`src/rtl/rb_seq_pkg.sv`:
```
// Shared definitions for the register-bank sequencer: op codes, FSM states, one-hot helper.
// The optional flag registers are enabled with RB_SEQ_FLAGS_EN (see reg_bank_sequencer).
package rb_seq_pkg;

    localparam int unsigned RB_NREGS = 8;
    localparam int unsigned RB_WIDTH = 8;
    localparam int unsigned RB_IDXW  = $clog2(RB_NREGS);

    typedef enum logic [2:0] {
        OP_NOP  = 3'd0,
        OP_MOV  = 3'd1,
        OP_ADD  = 3'd2,
        OP_SUB  = 3'd3,
        OP_AND  = 3'd4,
        OP_OR   = 3'd5,
        OP_XOR  = 3'd6,
        OP_SWAP = 3'd7
    } op_e;

    typedef enum logic [2:0] {
        StIdle,
        StRead,
        StWrite,
        StWrite2,
        StDone
    } state_e;

    function automatic logic [RB_NREGS-1:0] onehot(input logic [RB_IDXW-1:0] idx);
        onehot      = '0;
        onehot[idx] = 1'b1;
    endfunction

endpackage

```
`src/rtl/rb_seq_alu.sv`:
```
// Combinational ALU for the sequencer: WIDTH-bit modulo arithmetic, carry = ADD carry-out or
// SUB borrow, zero for every other op.
module rb_seq_alu
    import rb_seq_pkg::*;
#(
    parameter int unsigned WIDTH = RB_WIDTH
) (
    input  op_e              op,
    input  logic [WIDTH-1:0] a,
    input  logic [WIDTH-1:0] b,
    output logic [WIDTH-1:0] result,
    output logic             carry
);

    logic [WIDTH:0] wide;

    // The extra top bit of a zero-extended subtraction is exactly the borrow.
    always_comb begin
        wide = '0;
        case (op)
            OP_MOV:  wide = {1'b0, a};
            OP_ADD:  wide = {1'b0, a} + {1'b0, b};
            OP_SUB:  wide = {1'b0, a} - {1'b0, b};
            OP_AND:  wide = {1'b0, a & b};
            OP_OR:   wide = {1'b0, a | b};
            OP_XOR:  wide = {1'b0, a ^ b};
            default: wide = '0;
        endcase
    end

    assign result = wide[WIDTH-1:0];
    assign carry  = wide[WIDTH];

endmodule

```
`src/rtl/reg_bank_sequencer.sv`:
```
// Multi-cycle register-to-register command sequencer driving an 8x8 one-hot register bank.
// Define RB_SEQ_FLAGS_EN to build the registered zero/carry flags; otherwise they read 0.
module reg_bank_sequencer
    import rb_seq_pkg::*;
#(
    parameter  int unsigned NREGS = RB_NREGS,
    parameter  int unsigned WIDTH = RB_WIDTH,
    localparam int unsigned IDXW  = $clog2(NREGS)
) (
    input  logic             clk,
    input  logic             rst,
    input  logic             cmd_valid,
    output logic             cmd_ready,
    input  logic [2:0]       cmd_op,
    input  logic [IDXW-1:0]  cmd_src_a,
    input  logic [IDXW-1:0]  cmd_src_b,
    input  logic [IDXW-1:0]  cmd_dst,
    output logic             done,
    output logic [NREGS-1:0] rb_mask_a,
    output logic [NREGS-1:0] rb_mask_b,
    input  logic [WIDTH-1:0] rb_bus_a,
    input  logic [WIDTH-1:0] rb_bus_b,
    output logic [WIDTH-1:0] rb_wr_data,
    output logic [NREGS-1:0] rb_wr_mask,
    output logic             rb_setter,
    output logic             flag_z,
    output logic             flag_c
);

    state_e          state_q, state_d;
    op_e             op_q, op_d;
    logic [IDXW-1:0] src_a_q, src_a_d, src_b_q, src_b_d, dst_q, dst_d;
    logic [WIDTH-1:0] op_a_q, op_a_d, op_b_q, op_b_d;
    logic [WIDTH-1:0] alu_result;
    logic             alu_carry;

    rb_seq_alu #(
        .WIDTH (WIDTH)
    ) u_alu (
        .op     (op_q),
        .a      (op_a_q),
        .b      (op_b_q),
        .result (alu_result),
        .carry  (alu_carry)
    );

`ifdef RB_SEQ_FLAGS_EN
    logic flag_z_q, flag_z_d, flag_c_q, flag_c_d;
    assign flag_z = flag_z_q;
    assign flag_c = flag_c_q;
`else
    logic unused_alu_carry;
    assign unused_alu_carry = alu_carry;
    assign flag_z = 1'b0;
    assign flag_c = 1'b0;
`endif

    always_ff @(posedge clk) begin
        if (rst) begin
            state_q  <= StIdle;
            op_q     <= OP_NOP;
            src_a_q  <= '0;
            src_b_q  <= '0;
            dst_q    <= '0;
            op_a_q   <= '0;
            op_b_q   <= '0;
`ifdef RB_SEQ_FLAGS_EN
            flag_z_q <= 1'b0;
            flag_c_q <= 1'b0;
`endif
        end else begin
            state_q  <= state_d;
            op_q     <= op_d;
            src_a_q  <= src_a_d;
            src_b_q  <= src_b_d;
            dst_q    <= dst_d;
            op_a_q   <= op_a_d;
            op_b_q   <= op_b_d;
`ifdef RB_SEQ_FLAGS_EN
            flag_z_q <= flag_z_d;
            flag_c_q <= flag_c_d;
`endif
        end
    end

    always_comb begin
        state_d    = state_q;
        op_d       = op_q;
        src_a_d    = src_a_q;
        src_b_d    = src_b_q;
        dst_d      = dst_q;
        op_a_d     = op_a_q;
        op_b_d     = op_b_q;
        cmd_ready  = 1'b0;
        done       = 1'b0;
        rb_mask_a  = '0;
        rb_mask_b  = '0;
        rb_setter  = 1'b0;
        rb_wr_mask = '0;
        rb_wr_data = '0;
`ifdef RB_SEQ_FLAGS_EN
        flag_z_d   = flag_z_q;
        flag_c_d   = flag_c_q;
`endif
        unique case (state_q)
            StIdle: begin
                cmd_ready = 1'b1;
                if (cmd_valid) begin
                    op_d    = op_e'(cmd_op);
                    src_a_d = cmd_src_a;
                    src_b_d = cmd_src_b;
                    dst_d   = cmd_dst;
                    state_d = (op_e'(cmd_op) == OP_NOP) ? StDone : StRead;
                end
            end
            StRead: begin
                rb_mask_a = onehot(src_a_q);
                rb_mask_b = onehot(src_b_q);
                op_a_d    = rb_bus_a;
                op_b_d    = rb_bus_b;
                state_d   = StWrite;
            end
            StWrite: begin
                rb_setter = 1'b1;
                if (op_q == OP_SWAP) begin
                    rb_wr_mask = onehot(src_a_q);
                    rb_wr_data = op_b_q;
                    state_d    = StWrite2;
                end else begin
                    rb_wr_mask = onehot(dst_q);
                    rb_wr_data = alu_result;
                    done       = 1'b1;
                    state_d    = StIdle;
`ifdef RB_SEQ_FLAGS_EN
                    if (op_q inside {OP_ADD, OP_SUB, OP_AND, OP_OR, OP_XOR}) begin
                        flag_z_d = (alu_result == '0);
                        flag_c_d = alu_carry;
                    end
`endif
                end
            end
            StWrite2: begin
                rb_setter  = 1'b1;
                rb_wr_mask = onehot(src_b_q);
                rb_wr_data = op_a_q;
                done       = 1'b1;
                state_d    = StIdle;
            end
            StDone: begin
                done    = 1'b1;
                state_d = StIdle;
            end
            default: state_d = StIdle;
        endcase
    end

endmodule

```
`config.mk`:
```
export PLATFORM = sky130hd
export DESIGN_NAME = reg_bank_sequencer
export DESIGN_NICKNAME = d
export VERILOG_FILES = /design/src/rtl/rb_seq_pkg.sv /design/src/rtl/rb_seq_alu.sv /design/src/rtl/reg_bank_sequencer.sv
export SDC_FILE = /design/constraint.sdc
export NUM_CORES = 1
export LEC_CHECK = 0
export CAP_MARGIN = 25
export CORE_MARGIN = 5
export CORE_UTILIZATION = 54
export CTS_CLUSTER_DIAMETER = 150
export DETAILED_ROUTE_END_ITERATION = 16
export PLACE_DENSITY = 0.92
export SKIP_LAST_GASP = 1
export SLEW_MARGIN = 20
export SYNTH_ARGS = -nofsm -noshare
export SYNTH_HDL_FRONTEND = slang
export SYNTH_SLANG_ARGS = --single-unit
```
`constraint.sdc`:
```
create_clock -name clk -period 7.55 [get_ports clk]
set_input_delay 1.1325 -clock clk [delete_from_list [all_inputs] [get_ports clk]]
set_output_delay 1.1325 -clock clk [all_outputs]
set_load 0.02 [all_outputs]
```
==> impl_metrics.json <==
{
  "finalSetupTns_ps": 0,
  "combPwrFrac_pct": 30.4,
  "vias_per_cell": 5.99,
  "cellLeakagePower_nw": 1.24,
  "min_path_type": "reg2reg",
  "nets": 488,
  "cp.depth": 10,
  "hold_buffers": 0,
  "synthArstFlopShare_pct": 0,
  "grt_first_pass_wirelength_microns": 13400,
  "synthFlopType": "dfxtp_1",
  "vias": 2996,
  "syn_area_per_cell_sq_um": 6.95,
  "worst_r2r_startpoint": "state_q[1]",
  "fin_crit_sh_pct": 61.9,
  "ir_worst_vdd_uv": 121,
  "synth_fa_ha_area_share_pct": 11.9,
  "clockRootBuffer": "clkbuf_8",
  "worstMarginPinSlew_ps": 856,
  "fin_skew_ps": 8.65,
  "max_freq_ghz": 0.214,
  "status": "complete, no violations",
  "grt_usage_pct": 25.9,
  "p_clk_share_pct": 27.8,
  "synth_compound_area_share_pct": 20.3,
  "cpMaxStageDelayCell": "dfxtp_1",
  "maxCapViolations": 0,
  "worstSetupPathType": "reg2out",
  "placed_area_sq_mm": 0.00328,
  "drv_slew": 0,
  "cts_sinks": 31,
  "antenna_cells": 0,
  "reg2reg_depth": 4,
  "min-delay-start": "dst_q[2]",
  "die_h_microns": 80.5,
  "synthSimpleGateAreaFrac_pct": 31.1,
  "crit_path_frequent_cell": "o21a_1",
  "pre_cts_ws_ps": 3240,
  "ios": 68,
  "drc_errors": 0,
  "arrival_ps": 3540,
  "path_clk_slew_ps": 70,
  "cts_tree": "yes",
  "wirelength_microns": 8100,
  "first_global_vias": 2944,
  "cts_resized": 0,
  "total_power_w": 0.000466,
  "crit_family": "compound AO/OA/AOI/OAI gates",
  "switching_power_w": 0.000163,
  "power.internal_w": 0.000303,
  "wl_per_cell_microns": 16.2,
  "die_area_sq_mm": 0.00648,
  "clockBufferDepth": 2,
  "hold-path-cell-count": 2,
  "syn_area_sq_mm": 0.00268,
  "pwr-share-seq_pct": 41.8,
  "drtIter0Drc": 344,
  "syn_inst": 386,
  "worst_skew_pair.late_latency_ps": 290,
  "synth_top_family_by_area": "simple AND/OR/NAND/NOR gates",
  "synth-seq-cells": 31,
  "cp_max_fo": 20,
  "crit_path_end_kind": "primary output",
  "grt_max_degree": 32,
  "ys_types": 52,
  "firstDrtPassIters": 5,
  "area_growth_pct": 26.1,
  "switching_share_pct": 34.9,
  "post_cts_buffers": 0,
  "rsz0062_at_grt": "no",
  "relSlewSlack_pct": 42.7,
  "grt_overflow": 0,
  "slowest_delay_ps": 760,
  "globalplace.congestion": 0.950,
  "io_buffers": 65,
  "min_period_ps": 4670,
  "die_w_microns": 80.5,
  "required_ps": 6420,
  "finalSetupViolations": 0,
  "yosysSeqAreaShare_pct": 23.1,
  "finalHoldViolations": 0,
  "drive_gt1_share_pct": 3.93,
  "path_cells": "and3b_1 > nor2_1 > xnor2_1 > ha_1 > o21ai_0 > a21oi_1 > o21a_1 > o21a_1 > o31ai_1 > clkdlybuf4s50_1",
  "initial_core_util_pct": 56.1,
  "detail-route-antenna-nets": 0,
  "place_hpwl_microns": 5990,
  "cts-buffers-inserted": 5,
  "p_per_area_mw_per_mm2": 138,
  "htreeDepth": 2,
  "yosys_warnings": 0,
  "core_sq_mm": 0.00479,
  "critPathLaunchType": "register",
  "hold_ws_ps": 515,
  "synth_edf_count": 0,
  "synth_xor_area_share_pct": 3.26,
  "worst_slack_ps": 2880,
  "timing.critical_path.from": "op_q[1]",
  "antenna_found_initial": 0,
  "critPathBufInv": 1,
  "muxShareOfSynthArea_pct": 1.96,
  "final_area_sq_mm": 0.00338,
  "num_rows": 25
}
## path summary, 6_finish.rpt
check | end | slack (ps)
min reg2reg | dst_q[2] | 520
min | dst_q[2] | 520
max reg2reg | state_q[1] | 5560
max | rb_wr_data[6] | 2880
## logic make-up after synthesis
kind of cell | Yosys count
muxes | 5
AOI/OAI and AO/OA | 88
and+or+nand+nor | 177
DFF | 31
xor gates and xnor gates | 10
other | 1
buffers and inverters | 49
adders and majority gates | 25
## sequential cells by signal (all words and copies together) (netlist names)
signal and count:
op_a_q 8, state_q 3, dst_q 3, op_b_q 8
op_q 3, src_a_q 3, src_b_q 3
## power groups by stage
stage / sequential, W / combinational (W) / clock (W)
after floorplan: 0.000183 / 0.000108 / 0
after global placement: 0.000197 / 0.000132 / 0
after detailed placement: 0.000198 / 0.000137 / 0
after CTS: 0.000194 / 0.000138 / 0.000129
after global routing: 0.000197 / 0.000156 / 0.000137
final: 0.000195 / 0.000142 / 0.000129
## cell usage after synthesis, types with 2 or more instances
cell / instances / share of area [%]
and2_1: 3 / 0.70
a21o_1: 2 / 0.56
a222oi_1: 3 / 1.1
buf_4: 4 / 1.1
nor3_1: 17 / 3.2
buf_6: 2 / 0.84
or3_4: 2 / 0.84
dfxtp_1: 31 / 23
clkbuf_1: 17 / 2.4
mux2i_1: 3 / 1.1
nand4_1: 3 / 0.70
nand2b_1: 8 / 1.9
o21ai_0: 11 / 2.1
a22oi_1: 7 / 2.0
a32oi_1: 2 / 0.65
nor2_1: 25 / 3.5
nand2_1: 80 / 11
a22o_1: 2 / 0.65
and3_1: 2 / 0.47
buf_2: 5 / 0.93
and3b_1: 2 / 0.65
o21a_1: 2 / 0.56
o2bb2ai_1: 2 / 0.65
o22ai_1: 5 / 1.2
ha_1: 24 / 11
xor2_1: 2 / 0.65
xnor2_1: 8 / 2.6
inv_1: 20 / 2.8
a31oi_1: 4 / 0.93
a21oi_1: 40 / 7.5
mux2_2: 2 / 0.84
nand3_1: 17 / 3.2
nor2b_1: 7 / 1.6
nor4_1: 4 / 0.93
## layer usage
layer  global-route usage, %  part of all wire (%)  up-vias
met4                    12.2                   3.6        0
met3                    6.17                   8.5       31
li1                        -                     -     1421
met1                    31.0                    40     1369
met5                       0                     0        -
met2                    43.4                    47      175
## worst register-to-register path, stage by stage, from the launching register on
cell and delay (ps):
dfxtp_1 510, or3b_1 520, nor2_2 550, nor2_1 110, nor3_1 210
## final cells by class
type / count / area, sq um
clock buffer: 6 / 72.6
timing repair buffer: 67 / 673
clock inverter: 2 / 12.5
sequential: 31 / 621
fill: 363 / 1400
inverter: 20 / 75.1
multi-input combinational: 307 / 1850
tap: 67 / 83.8
## placed cells by master, fill, tap and decap left out, types with 11 or more instances in the layout
cell / netlist / routed
nand2_1: 80 / 80
clkdlybuf4s50_1: 0 / 65
a21oi_1: 40 / 40
dfxtp_1: 31 / 31
nor2_1: 25 / 25
ha_1: 24 / 24
inv_1: 20 / 20
nor3_1: 17 / 17
nand3_1: 17 / 17
o21ai_0: 11 / 11
## metrics by stage
stage / util (%) / cells
3_3_place_gp: 68.6 / 491
3_5_place_dp: 68.6 / 491
6_report: 70.7 / 500
4_1_cts: 70.4 / 499
5_1_grt: 70.7 / 500
2_1_floorplan: - / 387
(Power assumes the default switching activity.)
